### config.mk
export PLATFORM = sky130hd
export DESIGN_NAME = ctrl_pipe_reg
export DESIGN_NICKNAME = d
export VERILOG_FILES = /design/src/rtl/ctrl_pipe_reg.sv
export SDC_FILE = /design/constraint.sdc
export NUM_CORES = 1
export LEC_CHECK = 0
export ABC_CLOCK_PERIOD_IN_PS = 2100
export CAP_MARGIN = 0
export CORE_MARGIN = 2
export CORE_UTILIZATION = 47
export CTS_CLUSTER_DIAMETER = 80
export DETAILED_ROUTE_END_ITERATION = 6
export PLACE_DENSITY = 0.79
export SLEW_MARGIN = 30
export SYNTH_ARGS = -nofsm -noshare
export SYNTH_HDL_FRONTEND = slang
export SYNTH_SLANG_ARGS = --single-unit
### constraint.sdc
create_clock -name CLK -period 2.1 [get_ports CLK]
set_input_delay 0.21 -clock CLK [delete_from_list [all_inputs] [get_ports CLK]]
set_output_delay 0.21 -clock CLK [all_outputs]
set_load 0.01 [all_outputs]
### src/rtl/ctrl_pipe_reg.sv
// ctrl_pipe_reg: DEPTH-stage control-word pipeline with stall, flush, occupancy and saturating stall counter
module ctrl_pipe_reg #(
  parameter int WIDTH = 3,
  parameter int DEPTH = 1,
  parameter logic [WIDTH-1:0] NOP_VALUE = '0,
  parameter int CW = 16,
  localparam int OW = $clog2(DEPTH+1)
) (
  input  logic             CLK,
  input  logic             RST,
  input  logic [WIDTH-1:0] ctrl_in,
  input  logic             valid_in,
  input  logic             stall,
  input  logic             flush,
  output logic [WIDTH-1:0] ctrl_out,
  output logic             valid_out,
  output logic [OW-1:0]    occupancy,
  output logic [CW-1:0]    stall_cnt
);
  logic [DEPTH-1:0] stageVld;
  logic [WIDTH-1:0] stageCtl [DEPTH];
  logic [OW-1:0]    occNext;
  assign ctrl_out  = stageCtl[DEPTH-1];
  assign valid_out = stageVld[DEPTH-1];
  // a shift gains the incoming valid word and loses the one leaving the last stage
  always_comb occNext = occupancy + OW'(valid_in) - OW'(stageVld[DEPTH-1]);
  // stages: reset/flush empty everything, stall freezes, otherwise shift; invalid input enters as a bubble
  always_ff @(posedge CLK) begin
    if (RST || flush) begin
      stageVld <= '0;
      for (int k = 0; k < DEPTH; k++) stageCtl[k] <= NOP_VALUE;
      occupancy <= '0;
    end else if (!stall) begin
      stageVld[0] <= valid_in;
      stageCtl[0] <= valid_in ? ctrl_in : NOP_VALUE;
      for (int k = 1; k < DEPTH; k++) begin
        stageVld[k] <= stageVld[k-1];
        stageCtl[k] <= stageCtl[k-1];
      end
      occupancy <= occNext;
    end
  end
  // stall counter saturates at all-ones and ignores flush-cycle stalls
  always_ff @(posedge CLK) begin
    if (RST) stall_cnt <= '0;
    else if (stall && !flush && stall_cnt != '1) stall_cnt <= stall_cnt + 1'b1;
  end
endmodule

==> results of run 1 <==
[power breakdown]
group	switching, mW	total (mW)	internal [mW]
Sequential	0.00457	0.419	0.414
Clock	0.124	0.198	0.0742
Combinational	0.0263	0.0614	0.0351
[per-layer routing]
layer  up-vias  share of wire [%]  global-route usage, %
li1        499                  -                      -
met1       481                 45                   26.3
met4         0                2.0                   9.83
met2        30                 48                   33.5
met5         -                  0                      0
met3         6                4.6                   4.57
[kinds of logic (layout without fill, tap and decap cells)]
| logic type | after synthesis | after routing | share of synthesized area, % |
|---|---|---|---|
| fa+ha+maj | 1 | 1 | 1.13 |
| buf+inv | 7 | 38 | 3.18 |
| flops | 21 | 21 | 40.9 |
| simple gates | 58 | 58 | 34.1 |
| xor+xnor | 3 | 3 | 2.38 |
| mux | 4 | 4 | 3.86 |
| compound gates | 23 | 23 | 14.5 |
[cells in the mapped netlist (all sizes together), types with 2 or more instances]
cell	number	share of area (%)
and2	3	1.7
nand2	7	2.4
nor4	3	3.1
o31ai	2	1.4
or3	3	1.7
a41oi	2	1.6
mux2	2	2.0
a21oi	11	5.0
xnor2	2	1.6
nor3	8	4.1
and3	2	1.1
nand4b	2	1.6
o21ai	3	1.4
a211oi	3	2.0
nand3	4	3.4
inv	3	1.0
buf	3	1.8
nor2	11	3.7
and4b	2	1.8
mux2i	2	1.8
edfxtp	3	8.2
or4	2	1.4
nor2b	2	1.1
nand4	4	3.4
dfxtp	18	33
[state kept, by name, summed over array words and instances, names as in the netlist]
register / flops
valid_out: 1
occupancy: 1
stall_cnt: 16
stageCtl: 3
[final cells by class]
type	count	area, um^2
multi-input combinational	89	617
sequential	21	450
timing repair buffer	31	303
inverter	3	11.3
tap	28	35.0
fill	196	769
clock buffer	4	26.3
[worst max-delay path: stages, from the launching register on]
cell                       delay [ns]
sky130_fd_sc_hd__dfxtp_1         0.40
sky130_fd_sc_hd__ha_1            0.32
sky130_fd_sc_hd__inv_1           0.17
sky130_fd_sc_hd__nor4_4          0.31
sky130_fd_sc_hd__nand4b_1        0.17
sky130_fd_sc_hd__mux2_2          0.34
[final timing paths]
kind                 from       endpoint  slack [ns]  cells after the start
max          stall_cnt[0]  stall_cnt[13]        0.31                      5
min             valid_out      valid_out        0.51                      2
max reg2reg  stall_cnt[0]  stall_cnt[13]        0.31                      5
min reg2reg     valid_out      valid_out        0.51                      2
==> impl_metrics.env, run 1 <==
export IMPL_vias_cell=5.77
export IMPL_syn_to_final_growth_pct=30.9
export IMPL_layout_commonest_cell="sky130_fd_sc_hd__clkdlybuf4s50_1"
export IMPL_worst_setup_path_end_kind="register"
export IMPL_number_of_buffers_created_by_cts=3
export IMPL_syn_num_nets=126
export IMPL_cts_max_level=1
export IMPL_number_of_global_route_vias_before_repair=932
export IMPL_timing_final_crit_share_pct=85.3
export IMPL_run_status="finished, final reports clean"
export IMPL_cts_resized=0
export IMPL_rsz0062_at_grt="false"
export IMPL_drt_drc_violations_left=0
export IMPL_drv_max_cap_violation_count=0
export IMPL_drtAntennaViolNets=0
export IMPL_postSynthAreaPerCell_um2=9.42
export IMPL_cts_reportedPaths_clkPinSlew_ns=0.12
export IMPL_finalMaxSlewViolations=0
export IMPL_worstPathRequired_ns=2.31
export IMPL_post_synth_inst_count=117
export IMPL_timing_hold_worst_class="register to register"
export IMPL_num_nets_final=158
export IMPL_gr_total_overflow=0
export IMPL_place_detailed_hpwl_um=1870
export IMPL_rows=17
export IMPL_number_of_failing_setup_endpoints_in_the_final_timing_report=0
export IMPL_drt_first_iter_violations=27
export IMPL_drt_wl_total_um=2470
export IMPL_largest_net_degree_at_the_start_of_global_routing=21
export IMPL_yosysWarningCount=0
export IMPL_design_area_um2=1440
export IMPL_dp_cells=172
export IMPL_place_congestion=0.909
export IMPL_worst_slew_pin_transition_ns=0.494
export IMPL_synth_seq_cells=21
export IMPL_power_leakage_nw=0.492
export IMPL_die_height_um=52.4
export IMPL_fin_worst_hold_slack_ns=0.515
export IMPL_cts_tree="yes"
export IMPL_clkLatencyLatePin_ns=0.31
export IMPL_port_buffers=28
export IMPL_post_cts_hold_buffer_count=0
export IMPL_post_synth_num_cell_types=42
export IMPL_ir_worst_vdd_mv=0.375
export IMPL_arrival_ns=2.00
export IMPL_cts_root_buffer_cell="sky130_fd_sc_hd__clkbuf_4"
export IMPL_gr_usage_all_layers_pct=20.9
export IMPL_layout_common_cells="sky130_fd_sc_hd__clkdlybuf4s50_1, sky130_fd_sc_hd__dfxtp_1, sky130_fd_sc_hd__nor2_1, sky130_fd_sc_hd__a21oi_1"
export IMPL_async_reset_ff_share_pct=0
export IMPL_post_route_worst_setup_slack_ns=0.309
export IMPL_dp_slack_ns=0.168
export IMPL_cellPowerDensity_nw_per_um2=470
export IMPL_totalPowerFinal_mw=0.678
export IMPL_final_hold_vios=0
export IMPL_floorplan_core_area_um2=2210
export IMPL_wire_length_of_the_first_global_routing_pass_um=4240
export IMPL_dr_pass1_iters=6
export IMPL_io_pin_count=29
export IMPL_fp_dieArea_um2=2750
export IMPL_avgRoutedWirePerCell_um=14.0
export IMPL_worstSetupPathType="register to register"
export IMPL_post_cts_setup_buffers=0
export IMPL_num_antenna_cells=0
export IMPL_dpl_cell_area_um2=1420
export IMPL_maxSlewHeadroom_pct=66.6
export IMPL_yosys_most_used_dff="sky130_fd_sc_hd__dfxtp_1"
export IMPL_post_layout_nonfiller_instances=176
export IMPL_initial_antenna_violation_count=0
export IMPL_critPathMaxFanout=6
export IMPL_cts_max_path_buffers=2
export IMPL_sequential_to_total_area_share_from_yosys_stat_pct=40.9
export IMPL_start_util_pct=49.8
export IMPL_finalClockSkew_ns=0.00320
export IMPL_tritoncts_num_sinks=21
export IMPL_post_synth_instance_area_um2=1100
export IMPL_achievable_frequency_mhz=558
export IMPL_drive_gt1_share_pct=10.1
export IMPL_final_core_utilization_pct=65.2
export IMPL_detailroute_via_count=1016
export IMPL_totalNegativeSetupSlack_ns=0
export IMPL_die_span_x_um=52.4
export IMPL_critical_path_startpoint_type="register"
export IMPL_synth_enable_flop_cells=3
export IMPL_fin_crit_ns=1.79
No activity file was read; power rests on OpenSTA's default activity.
==> inputs of run 2 (changes only) <==
GPL_TIMING_DRIVEN = 1   (was unset)
==> results of run 2 <==
No change in the layout: final DEF, timing and power equal those of run 1.
